**src/rtl/hazard_scheduler_if.sv**
```systemverilog
// Handshake bundle between the ID/EX pipeline control and the hazard scheduler.
interface hazard_scheduler_if;
  logic        id_valid;
  logic        id_use_rs1;
  logic        id_use_rs2;
  logic        id_regwrite;
  logic        id_is_load;
  logic [4:0]  id_rs1;
  logic [4:0]  id_rs2;
  logic [4:0]  id_rd;
  logic        ex_redirect;
  logic        mem_busy;
  logic        pc_we;
  logic        ifid_we;
  logic        idex_we;
  logic        ifid_flush;
  logic        idex_flush;
  logic [1:0]  fwd_a;
  logic [1:0]  fwd_b;
  logic [1:0]  state;
  logic [15:0] stall_cnt;
  logic [15:0] redirect_cnt;

  modport slave (
    input  id_valid, id_use_rs1, id_use_rs2, id_regwrite, id_is_load,
    input  id_rs1, id_rs2, id_rd, ex_redirect, mem_busy,
    output pc_we, ifid_we, idex_we, ifid_flush, idex_flush,
    output fwd_a, fwd_b, state, stall_cnt, redirect_cnt
  );

  modport master (
    output id_valid, id_use_rs1, id_use_rs2, id_regwrite, id_is_load,
    output id_rs1, id_rs2, id_rd, ex_redirect, mem_busy,
    input  pc_we, ifid_we, idex_we, ifid_flush, idex_flush,
    input  fwd_a, fwd_b, state, stall_cnt, redirect_cnt
  );
endinterface

```
**src/rtl/hazard_scheduler.sv**
```systemverilog
// Hazard scheduler: load-use stall, redirect flush, memory-wait freeze and
// registered forwarding selects for a classic 5-stage in-order pipeline.
module hazard_scheduler #(
  parameter logic [15:0] CNT_SAT = 16'hFFFF
) (
  input  logic                clk,
  input  logic                reset,
  hazard_scheduler_if.slave   bus
);

  typedef enum logic [1:0] {
    ST_RUN      = 2'd0,
    ST_LU_STALL = 2'd1,
    ST_REDIRECT = 2'd2,
    ST_MEM_WAIT = 2'd3
  } state_e;

  typedef struct packed {
    logic [4:0] rd;
    logic       wr;
    logic       ld;
    logic       vld;
  } slot_t;

  state_e      state_q, state_d;
  slot_t       ex_q, ex_d;
  slot_t       mem_q, mem_d;
  logic [1:0]  fwd_a_q, fwd_a_d;
  logic [1:0]  fwd_b_q, fwd_b_d;
  logic [15:0] stall_cnt_q, stall_cnt_d;
  logic [15:0] redirect_cnt_q, redirect_cnt_d;

  logic        pc_we, ifid_we, idex_we, ifid_flush, idex_flush;
  logic        load_use;

  // x0 is hardwired zero, so a producer targeting it never forwards.
  function automatic logic slot_match(input slot_t s, input logic [4:0] r);
    return s.vld & s.wr & (s.rd != 5'd0) & (s.rd == r);
  endfunction

  // Saturating increment for the performance counters.
  function automatic logic [15:0] sat_inc(input logic [15:0] v);
    return (v >= CNT_SAT) ? v : v + 16'd1;
  endfunction

  // Youngest producer (EX) wins over the older one (MEM).
  function automatic logic [1:0] fwd_sel(input logic use_r, input logic [4:0] r,
                                         input slot_t ex_s, input slot_t mem_s);
    if (use_r && slot_match(ex_s, r)) begin
      return 2'd1;
    end else if (use_r && slot_match(mem_s, r)) begin
      return 2'd2;
    end
    return 2'd0;
  endfunction

  // Load in EX whose result the ID instruction needs immediately.
  always_comb begin
    load_use = bus.id_valid & ex_q.ld &
               ((bus.id_use_rs1 & slot_match(ex_q, bus.id_rs1)) |
                (bus.id_use_rs2 & slot_match(ex_q, bus.id_rs2)));
  end

  // Priority decode: mem_busy > ex_redirect > load-use > normal advance.
  always_comb begin
    pc_we          = 1'b1;
    ifid_we        = 1'b1;
    idex_we        = 1'b1;
    ifid_flush     = 1'b0;
    idex_flush     = 1'b0;
    state_d        = ST_RUN;
    ex_d           = ex_q;
    mem_d          = mem_q;
    fwd_a_d        = fwd_a_q;
    fwd_b_d        = fwd_b_q;
    stall_cnt_d    = stall_cnt_q;
    redirect_cnt_d = redirect_cnt_q;
    if (!reset) begin
      // Held in reset: outputs stay at the free-running defaults.
      state_d = ST_RUN;
    end else if (bus.mem_busy) begin
      pc_we   = 1'b0;
      ifid_we = 1'b0;
      idex_we = 1'b0;
      state_d = ST_MEM_WAIT;
    end else if (bus.ex_redirect) begin
      ifid_flush     = 1'b1;
      idex_flush     = 1'b1;
      mem_d          = ex_q;
      ex_d           = '0;
      fwd_a_d        = 2'd0;
      fwd_b_d        = 2'd0;
      redirect_cnt_d = sat_inc(redirect_cnt_q);
      state_d        = ST_REDIRECT;
    end else if (load_use) begin
      pc_we       = 1'b0;
      ifid_we     = 1'b0;
      idex_flush  = 1'b1;
      mem_d       = ex_q;
      ex_d        = '0;
      fwd_a_d     = 2'd0;
      fwd_b_d     = 2'd0;
      stall_cnt_d = sat_inc(stall_cnt_q);
      state_d     = ST_LU_STALL;
    end else begin
      mem_d   = ex_q;
      ex_d    = '{rd: bus.id_rd, wr: bus.id_regwrite, ld: bus.id_is_load, vld: bus.id_valid};
      fwd_a_d = fwd_sel(bus.id_use_rs1, bus.id_rs1, ex_q, mem_q);
      fwd_b_d = fwd_sel(bus.id_use_rs2, bus.id_rs2, ex_q, mem_q);
      state_d = ST_RUN;
    end
  end

  // State, tracker, forwarding selects and counters.
  always_ff @(posedge clk or negedge reset) begin
    if (!reset) begin
      state_q        <= ST_RUN;
      ex_q           <= '0;
      mem_q          <= '0;
      fwd_a_q        <= 2'd0;
      fwd_b_q        <= 2'd0;
      stall_cnt_q    <= 16'd0;
      redirect_cnt_q <= 16'd0;
    end else begin
      state_q        <= state_d;
      ex_q           <= ex_d;
      mem_q          <= mem_d;
      fwd_a_q        <= fwd_a_d;
      fwd_b_q        <= fwd_b_d;
      stall_cnt_q    <= stall_cnt_d;
      redirect_cnt_q <= redirect_cnt_d;
    end
  end

  assign bus.pc_we        = pc_we;
  assign bus.ifid_we      = ifid_we;
  assign bus.idex_we      = idex_we;
  assign bus.ifid_flush   = ifid_flush;
  assign bus.idex_flush   = idex_flush;
  assign bus.fwd_a        = fwd_a_q;
  assign bus.fwd_b        = fwd_b_q;
  assign bus.state        = state_q;
  assign bus.stall_cnt    = stall_cnt_q;
  assign bus.redirect_cnt = redirect_cnt_q;

endmodule
```
**src/flat_wrapper.sv**
```systemverilog
// flat-port wrapper written by rule: the top's interface ports become plain ports
module hazard_scheduler_flat 
#(
  parameter logic [15:0] CNT_SAT = 16'hFFFF
)
  (clk, reset, bus_id_valid, bus_id_use_rs1, bus_id_use_rs2, bus_id_regwrite, bus_id_is_load, bus_id_rs1, bus_id_rs2, bus_id_rd, bus_ex_redirect, bus_mem_busy, bus_pc_we, bus_ifid_we, bus_idex_we, bus_ifid_flush, bus_idex_flush, bus_fwd_a, bus_fwd_b, bus_state, bus_stall_cnt, bus_redirect_cnt);
  hazard_scheduler_if bus_i ();
  input  logic clk;
  input  logic reset;
  input wire logic [$bits(bus_i.id_valid)-1:0] bus_id_valid;
  input wire logic [$bits(bus_i.id_use_rs1)-1:0] bus_id_use_rs1;
  input wire logic [$bits(bus_i.id_use_rs2)-1:0] bus_id_use_rs2;
  input wire logic [$bits(bus_i.id_regwrite)-1:0] bus_id_regwrite;
  input wire logic [$bits(bus_i.id_is_load)-1:0] bus_id_is_load;
  input wire logic [$bits(bus_i.id_rs1)-1:0] bus_id_rs1;
  input wire logic [$bits(bus_i.id_rs2)-1:0] bus_id_rs2;
  input wire logic [$bits(bus_i.id_rd)-1:0] bus_id_rd;
  input wire logic [$bits(bus_i.ex_redirect)-1:0] bus_ex_redirect;
  input wire logic [$bits(bus_i.mem_busy)-1:0] bus_mem_busy;
  output wire logic [$bits(bus_i.pc_we)-1:0] bus_pc_we;
  output wire logic [$bits(bus_i.ifid_we)-1:0] bus_ifid_we;
  output wire logic [$bits(bus_i.idex_we)-1:0] bus_idex_we;
  output wire logic [$bits(bus_i.ifid_flush)-1:0] bus_ifid_flush;
  output wire logic [$bits(bus_i.idex_flush)-1:0] bus_idex_flush;
  output wire logic [$bits(bus_i.fwd_a)-1:0] bus_fwd_a;
  output wire logic [$bits(bus_i.fwd_b)-1:0] bus_fwd_b;
  output wire logic [$bits(bus_i.state)-1:0] bus_state;
  output wire logic [$bits(bus_i.stall_cnt)-1:0] bus_stall_cnt;
  output wire logic [$bits(bus_i.redirect_cnt)-1:0] bus_redirect_cnt;
  assign bus_i.id_valid = bus_id_valid;
  assign bus_i.id_use_rs1 = bus_id_use_rs1;
  assign bus_i.id_use_rs2 = bus_id_use_rs2;
  assign bus_i.id_regwrite = bus_id_regwrite;
  assign bus_i.id_is_load = bus_id_is_load;
  assign bus_i.id_rs1 = bus_id_rs1;
  assign bus_i.id_rs2 = bus_id_rs2;
  assign bus_i.id_rd = bus_id_rd;
  assign bus_i.ex_redirect = bus_ex_redirect;
  assign bus_i.mem_busy = bus_mem_busy;
  assign bus_pc_we = bus_i.pc_we;
  assign bus_ifid_we = bus_i.ifid_we;
  assign bus_idex_we = bus_i.idex_we;
  assign bus_ifid_flush = bus_i.ifid_flush;
  assign bus_idex_flush = bus_i.idex_flush;
  assign bus_fwd_a = bus_i.fwd_a;
  assign bus_fwd_b = bus_i.fwd_b;
  assign bus_state = bus_i.state;
  assign bus_stall_cnt = bus_i.stall_cnt;
  assign bus_redirect_cnt = bus_i.redirect_cnt;
  hazard_scheduler #(.CNT_SAT(CNT_SAT)) u_core (.clk(clk), .reset(reset), .bus(bus_i));
endmodule
```
**config.mk**
```make
export PLATFORM = sky130hd
export DESIGN_NAME = hazard_scheduler_flat
export DESIGN_NICKNAME = d
export VERILOG_FILES = /design/src/rtl/hazard_scheduler_if.sv /design/src/rtl/hazard_scheduler.sv /design/src/flat_wrapper.sv
export SDC_FILE = /design/constraint.sdc
export NUM_CORES = 1
export LEC_CHECK = 0
export CAP_MARGIN = 5
export CORE_MARGIN = 1.5
export CORE_UTILIZATION = 25
export DETAILED_ROUTE_END_ITERATION = 7
export SYNTH_ARGS = -nofsm -noshare
export SYNTH_HDL_FRONTEND = slang
export SYNTH_SLANG_ARGS = --single-unit
export TNS_END_PERCENT = 5
```
**constraint.sdc**
```tcl
create_clock -name clk -period 2.2 [get_ports clk]
set_input_delay 0.44 -clock clk [delete_from_list [all_inputs] [get_ports clk]]
set_output_delay 0.44 -clock clk [all_outputs]
set_load 0.03 [all_outputs]
```
======== Word level (Yosys, flattened, before mapping) ========
Cells that the tools add are included.
Widths: inputs -> output; s select.
storage, ports and cells
  input bits .............................. 24
  logic and storage cells ................. 87
  output and inout port bits .............. 43
  latch bits .............................. 0
  memories ................................ 0
  flip-flop bits (word level) ............. 53
  ROM bits ................................ 0
  memory bits (writable) .................. 0
operators by class
  multiply operators ...................... 0
  shifts and indexed selects .............. 0
  equality and inequality tests ........... 4
  reduce and logical (&&, ||, !) cells .... 9
  order comparisons ....................... 2
  div/mod/pow operators ................... 0
  add/sub/neg operators ................... 2
  muxes and demuxes ....................... 41
  bitwise gates (word level) .............. 17
operators by type and width
  operator               count
  $add 16x1->16 const B  2
  $ge 16x16->1 const B   2
  $mux 1                 26
  $mux 2                 13
  $eq 5x5->1             4
  $mux 8                 2
  $and 1x1->1            12
  $reduce_bool 5->1      2
  $reduce_and 5->1       1
  $logic_and 1x1->1      4
  $not 1->1              4
  $reduce_and 4->1       1
  $reduce_and 2->1       1
  $or 1x1->1             1

======== Logic depth before layout (Yosys ltp) ========
Gate-level depths: netlist of the first run.
  depth after elaboration ................. 13
  gate-level depth with buffers ........... 8
  gate-level depth less buffers ........... 7

======== Worst setup path after synthesis of the first run ========
Ideal clock, no wire load.
  kind .................................... register to output
  start ................................... register u_core.ex_q[4] (netlist bit)
  end ..................................... output bus_pc_we
  buffers on the path ..................... 1
  cell stages (with the launch flop) ...... 8
  slack ................................... -0.215 ns
  arrival time ............................ 1.975 ns
  data required time ...................... 1.760 ns
  path through ............................ dfrtp_1 > or3_1 > o311a_1 > nand4_2 > nand2_1 > nand2_1 > o31a_1 > buf_4
on the way
  longest elaborated chain between the ends .. 10
  elaborated cells between the ends (all ways) .. 14
  classes of those cells .................. 2 x eq/ne; 4 x mux; 7 x bitwise; 1 x reduce/logical
RTL lines
  element                                RTL line                                        RTL
  start: declaration                     hazard_scheduler.sv:26                          slot_t ex_q, ex_d;
  start signal: assignment               hazard_scheduler.sv:118                         ex_q <= '0;
  start signal: assignment               hazard_scheduler.sv:126                         ex_q <= ex_d;
  $reduce_bool 5->1                      hazard_scheduler.sv:38                          return s.vld & s.wr & (s.rd != 5'd0) & (s.rd == r);
  $and 1x1->1 (2 in series)              hazard_scheduler.sv:38
  $and 1x1->1, on equally long branches  hazard_scheduler.sv:60, hazard_scheduler.sv:61
  $or 1x1->1 *                           hazard_scheduler.sv:60                          ((bus.id_use_rs1 & slot_match(ex_q, bus.id_rs1)) |
  $and 1x1->1 *                          hazard_scheduler.sv:59                          load_use = bus.id_valid & ex_q.ld &
  $mux 1 * (4 in series)                 n/a
  end: declaration                       flat_wrapper.sv:20                              output wire logic [$bits(bus_i.pc_we)-1:0] bus_pc_we;
Mark *: on every way between the ends. The rest lies on a longest branch, timed or not.

======== Worst setup path after layout of the first run ========
  start ................................... register u_core.ex_q[3] (netlist bit)
  end ..................................... output bus_ifid_we
on the way
  longest elaborated chain between the ends .. 10
  elaborated cells between the ends (all ways) .. 14
  classes of those cells .................. 2 x eq/ne; 4 x mux; 7 x bitwise; 1 x reduce/logical
RTL lines
  element                                RTL line                                        RTL
  $reduce_bool 5->1                      hazard_scheduler.sv:38
  $and 1x1->1 (2 in series)              hazard_scheduler.sv:38
  $and 1x1->1, on equally long branches  hazard_scheduler.sv:60, hazard_scheduler.sv:61
  $or 1x1->1 *                           hazard_scheduler.sv:60
  $and 1x1->1 *                          hazard_scheduler.sv:59
  $mux 1 *                               hazard_scheduler.sv:95                          end else if (load_use) begin
  $mux 1 *                               hazard_scheduler.sv:86                          end else if (bus.ex_redirect) begin
  $mux 1 *                               hazard_scheduler.sv:81                          end else if (bus.mem_busy) begin
  $mux 1 *                               hazard_scheduler.sv:78                          if (!reset) begin
  end: declaration                       flat_wrapper.sv:21                              output wire logic [$bits(bus_i.ifid_we)-1:0] bus_ifid_we;
Marks and branches as above.

==> impl_metrics.json, run 1 <==
{
  "status": "finished, violations left",
  "violations": "negative setup slack",
  "fin_tns_setup_ns": -4.60,
  "arrival_ns": 2.23,
  "synth-async-reset-ratio_pct": 100,
  "placed_cells": 488,
  "netlist_top_cells_area": "dfrtp_1 (51%), xnor2_1 (8.1%), xor2_1 (8.1%)",
  "finalWirelength_um": 6730,
  "vias_per_cell": 4.38,
  "clockBufferDepth": 2,
  "yosysWarnings": 0,
  "yosysTopAreaCell": "dfrtp_1",
  "worst_slack_ns": -0.465,
  "finalClockSkew_ns": 0.00974,
  "antenna_cells": 0,
  "clk_pin_slew_ns": 0.09,
  "grt_usage_pct": 12.6,
  "synthMuxAreaShare_pct": 0.865,
  "max_stage_delay_ns": 0.44,
  "avgSynthCellArea_um2": 10.4,
  "antenna_found_initial": 0,
  "layout.nets": 393,
  "hp-class": "in -> async",
  "clkLatencyLatePin_ns": 0.30,
  "critPathRequiredTime_ns": 1.76,
  "worstMarginPinSlew_ns": 0.473,
  "grt_pass1_wl_um": 11400,
  "drive_gt1_share_pct": 22.3,
  "die_height_um": 105,
  "vias": 2206,
  "cts_made_buffers": 5,
  "synth-compound-area-share_pct": 7.16,
  "final_max_slew_viol_count": 0,
  "ys_types": 39,
  "fin_cells": 504,
  "clockRootBuffer": "clkbuf_8",
  "cp-start-kind": "flip-flop",
  "wl_per_cell_um": 13.4,
  "die_width_um": 105,
  "pwr_density_cell_nw_per_um2": 560,
  "p_leak_nw": 1.76,
  "area_growth_syn_to_layout_pct": 52.9,
  "initialDrtViolationCount": 36,
  "synth_edf_count": 0,
  "grt_overflow": 0,
  "yosys.area_share.simple_pct": 21.8,
  "fin_total_pwr_w": 0.00223,
  "io_buffers": 66,
  "grt_pass1_vias": 2401,
  "holdWs_ns": 0.209,
  "power.ir.vdd_worst_mv": 0.501,
  "synth_top_family_by_area": "simple AND/OR/NAND/NOR gates",
  "pin_count": 67,
  "period_share_pct": 121,
  "worstPathCellList": "buf_6 > or3_4 > o311a_4 > nand4_4 > nand2_2 > nand2_2 > o31a_1 > buf_6",
  "drv_cap": 0,
  "hpwl_um": 5040,
  "synth-main-ff-cell": "dfrtp_1",
  "synth_area_um2": 2600,
  "rsz0062_at_grt": "yes",
  "finalSetupViolations": 26,
  "routabilityCongestion": 0.774,
  "cp_max_fo": 3,
  "hold_viol": 0,
  "core_um2": 10200,
  "die_area_um2": 11000,
  "drc": 0,
  "start_util_pct": 25.5,
  "synth-adder-area-share_pct": 0.961,
  "cts_tree": "done",
  "grt_max_degree": 33,
  "yosysSeqAreaShare_pct": 50.9,
  "rows": 37,
  "relSlewSlack_pct": 68.2,
  "synth_top_area_share_pct": 50.9,
  "synth_xor_area_share_pct": 16.1,
  "setup.worst_path.class": "reg -> out",
  "fmax_ghz": 0.375,
  "end_kind": "output pin",
  "h-tree-depth": 2,
  "pre_cts_slack_ns": -0.985,
  "syn_inst": 250,
  "ant_nets": 0,
  "min_period_ns": 2.67,
  "synth_seq_cells": 53,
  "syn-num-nets": 276,
  "critical_path.slowest_cell": "dfrtp_1",
  "dr.pass1.iters": 4,
  "clock-sinks": 53
}
==> power by group <==
part           switching, W  leakage (nW)  internal, W
clock              0.000302        0.0385     0.000226
sequential        0.0000952         0.712      0.00105
combinational      0.000282          1.01     0.000276
total              0.000680          1.76      0.00155
==> layer usage <==
metal	vias to the layer above	global-route usage, %	share of wire [%]
li1	1096	-	-
met1	1054	16.2	47
met2	49	21.8	48
met3	7	2.74	4.2
met4	0	2.25	0.88
met5	-	0	0
==> what timing repair did <==
item                                   4_1_cts  5_1_grt
cloned                                       0        0
setup endpoints to repair                   26       27
hold buffers                                 1        0
gates resized for setup                     29        9
endpoints found under the hold margin        4        0
buffers inserted                             5        2
pin swaps                                   17       15
==> synth_stat cells, types with 3 or more instances <==
cell	n
a22o_1	7
and3_1	4
clkbuf_1	4
dfrtp_1	53
inv_1	5
nand2_1	44
nand3_1	14
nand4_1	12
nor2_1	14
nor3_1	3
nor4_1	6
xnor2_1	24
xor2_1	24
==> path summary, 6_finish.rpt <==
check | startpoint | end | slack [ns] | cells past startpoint
min | reset | u_core.bus.fwd_b[0]$_DFFE_PN0P_ | 0.21 | 2
max in group asynchronous | reset | u_core.bus.state[0]$_DFF_PN0_ | 1.36 | 2
min reg2reg | u_core.bus.fwd_a[1]$_DFFE_PN0P_ | u_core.bus.fwd_a[1]$_DFFE_PN0P_ | 0.47 | 2
max reg2reg | u_core.ex_q[3]$_DFFE_PN0P_ | u_core.bus.stall_cnt[1]$_DFFE_PN0P_ | -0.20 | 9
min in group clk | u_core.bus.fwd_a[1]$_DFFE_PN0P_ | u_core.bus.fwd_a[1]$_DFFE_PN0P_ | 0.47 | 2
max | u_core.ex_q[3]$_DFFE_PN0P_ | bus_ifid_we | -0.47 | 8
==> layout make-up <==
cell class                 instances  area (um2)
clock inverter                     1        7.51
clock buffer                       7        76.3
multi-input combinational        185        1310
tap                              136         170
inverter                           5        18.8
sequential                        53        1330
timing repair buffer             117        1070
fill                            1022        6250
==> cell families after synthesis <==
| group | Yosys count |
|---|---|
| AO/OA/AOI/OAI | 21 |
| adder cells (fa/ha/maj) | 2 |
| AND/OR/NAND/NOR | 112 |
| XOR/XNOR | 48 |
| flip-flops | 53 |
| multiplexers | 2 |
| buffers and inverters | 12 |
==> critical path, delay by kind of cell (launching register included) <==
kind / cells / cell delay [ns]
buf+inv: 2 / 0.30
compound gates: 2 / 0.60
flops: 1 / 0.44
simple gates: 4 / 0.60
==> registers in the layout, summed over array words and instances, names as in the netlist <==
register                 count
u_core.bus.fwd_a             2
u_core.bus.fwd_b             2
u_core.bus.redirect_cnt     16
u_core.bus.stall_cnt        16
u_core.bus.state             2
u_core.ex_q                  8
u_core.mem_q                 7
==> placed cells by master (no fill, tap or decap), types with 3 or more instances in the layout <==
master,instances
nand4_1,12
nor4_1,6
xnor2_1,24
and3_1,4
nand2_2,3
nand3_1,13
a22o_1,7
xor2_1,22
buf_6,9
nor3_1,3
clkdlybuf4s50_1,56
buf_4,45
nor2_1,13
inv_1,5
dlygate4sd2_1,4
clkbuf_8,5
nand2_1,41
dfrtp_1,53
==> per-stage QoR <==
step	area [um2]	util (%)
4_1_cts	3930	38.4
3_3_place_gp	3750	36.6
6_report	3980	38.9
5_1_grt	3980	38.9
2_1_floorplan	2640	-
3_5_place_dp	3750	36.6
(Power assumes the default switching activity.)
==> inputs of run 2 (changes only) <==
--- a/config.mk
+++ b/config.mk
@@ -9,6 +9,8 @@
 export CORE_MARGIN = 1.5
 export CORE_UTILIZATION = 25
 export DETAILED_ROUTE_END_ITERATION = 7
+export SKIP_LAST_GASP = 1
+export SLEW_MARGIN = 20
 export SYNTH_ARGS = -nofsm -noshare
 export SYNTH_HDL_FRONTEND = slang
 export SYNTH_SLANG_ARGS = --single-unit
==> impl_metrics.json, run 2 (synthesis gave the netlist of run 1 again) <==
{
  "intPower_w": 0.00155,
  "worstMarginPinSlew_ns": 0.473,
  "io_buffers": 66,
  "cts_tree": "done",
  "final_common_cell": "clkdlybuf4s50_1",
  "min_period_ns": 2.66,
  "period_share_pct": 121,
  "cp_max_fo": 3,
  "cp-start-kind": "flip-flop",
  "met2_usage_pct": 21.8,
  "grt_use_met3_pct": 2.74,
  "setup.worst_path.class": "reg -> out",
  "pwr_density_cell_nw_per_um2": 564,
  "end_kind": "output pin",
  "final_max_slew_viol_count": 0,
  "initialDrtViolationCount": 47,
  "top_usage_layer": "met2",
  "hp-class": "in -> async",
  "antenna_found_initial": 0,
  "status": "finished, violations left",
  "r2r_start": "u_core.ex_q[3]$_DFFE_PN0P_",
  "clk_pin_slew_ns": 0.09,
  "placed_cells": 488,
  "drc": 0,
  "wl_per_cell_um": 13.3,
  "r2r-end": "u_core.ex_q[3]$_DFFE_PN0P_",
  "h-tree-depth": 2,
  "share_seq_of_total_power_pct": 51.3,
  "antenna_cells": 0,
  "grt_usage_pct": 12.6,
  "clockBufferDepth": 2,
  "drv_cap": 0,
  "finalSetupViolations": 26,
  "cts_made_buffers": 5,
  "grt_max_degree": 33,
  "pin_count": 67,
  "area_growth_syn_to_layout_pct": 51.8,
  "p_switching_w": 0.000682,
  "switching_share_pct": 30.6,
  "die_width_um": 105,
  "vias_per_cell": 4.37,
  "groute.layer.met1.usage_pct": 16.2,
  "final_cell_mix": "clkdlybuf4s50_1 (56), dfrtp_1 (53), buf_4 (48)",
  "grt_pass1_wl_um": 11400,
  "power.ir.vdd_worst_mv": 0.500,
  "critPathRequiredTime_ns": 1.76,
  "clockRootBuffer": "clkbuf_8",
  "start_util_pct": 25.5,
  "fmax_ghz": 0.375,
  "power_frac_comb_pct": 24.9,
  "ff2ff_path_depth": 10,
  "ant_nets": 0,
  "fin_cells": 504,
  "die_height_um": 105,
  "arrival_ns": 2.22,
  "die_area_um2": 11000,
  "grt_pass1_vias": 2400,
  "grt_overflow": 0,
  "worst_slack_ns": -0.465,
  "layout.nets": 393,
  "p_leak_nw": 1.76,
  "hpwl_um": 5040,
  "rows": 37,
  "pre_cts_slack_ns": -0.985,
  "drive_gt1_share_pct": 21.5,
  "clkLatencyLatePin_ns": 0.30,
  "fin_util_pct": 38.7,
  "routabilityCongestion": 0.774,
  "dr.pass1.iters": 4,
  "core_um2": 10200,
  "vias": 2203,
  "pwr-share-clk_pct": 23.8,
  "clock-sinks": 53,
  "hold_viol": 0,
  "finalWirelength_um": 6720,
  "relSlewSlack_pct": 68.2,
  "r2r_slack_ns": -0.32,
  "violations": "negative setup slack",
  "finalClockSkew_ns": 0.00871,
  "rsz0062_at_grt": "yes"
}
run 2: cell counts in the layout (fill, tap and decap cells not counted):
No cell type changed its count.
run 2: power groups by stage:
stage	sequential [W]	clock [W]	combinational [W]
after global routing	0.00116	0.000591	0.000605
after floorplan	0.00123	0	0.000190
after detailed placement	0.00116	0	0.000536
after global placement	0.00116	0	0.000529
final	0.00114	0.000532	0.000556
after CTS	0.00114	0.000557	0.000558
run 2: stage by stage:
step           power [W]  area (um2)  setup TNS [ns]  hold slack, ns
3_5_place_dp     0.00170        3750          -11.68           0.312
3_3_place_gp     0.00169        3750          -11.40           0.311
2_1_floorplan    0.00142        2640          -0.233           0.144
4_1_cts          0.00226        3930           -5.76           0.213
5_1_grt          0.00236        3960           -8.61           0.234
6_report         0.00223        3960           -6.17           0.212
run 2: area by class of cell:
| class | count | area (um2) |
|---|---|---|
| timing repair buffer | 117 | 1060 |
| multi-input combinational | 185 | 1300 |
| tap | 136 | 170 |
| inverter | 5 | 18.8 |
| sequential | 53 | 1330 |
| fill | 1022 | 6280 |
| clock buffer | 7 | 76.3 |
| clock inverter | 1 | 7.51 |
run 2: worst max path at each step:
stage | start | endpoint | slack (ns)
after floorplan | u_core.ex_q[4]$_DFFE_PN0P_ | bus_pc_we | -0.17
after global placement | bus_id_rs1[3] | bus_ifid_we | -0.97
after detailed placement | bus_id_rs1[3] | bus_ifid_we | -0.98
after CTS | u_core.ex_q[3]$_DFFE_PN0P_ | bus_idex_flush | -0.45
after global routing | u_core.ex_q[3]$_DFFE_PN0P_ | bus_ifid_we | -0.54
final | u_core.ex_q[3]$_DFFE_PN0P_ | bus_ifid_we | -0.46
run 2: what timing repair did:
item | CTS | global route
hold endpoints to repair | 4 | 0
hold buffers | 1 | 0
endpoints found under the setup margin | 26 | 27
pin swaps | 10 | 6
setup buffers | 5 | 2
gates resized for setup | 29 | 2
run 2: per-layer routing:
metal	up-vias	wire length, um	part of all wire (%)
met5	-	0	0
met4	0	59	0.88
met3	7	280	4.2
met2	47	3200	48
met1	1051	3180	47
li1	1098	-	-
run 2: worst max-delay path: stages (launching register included):
cell and delay [ns]:
dfrtp_1 0.44, buf_6 0.15, or3_4 0.35, o311a_4 0.40
nand4_4 0.11, nand2_2 0.07, nand2_2 0.07, o31a_1 0.20
buf_6 0.15
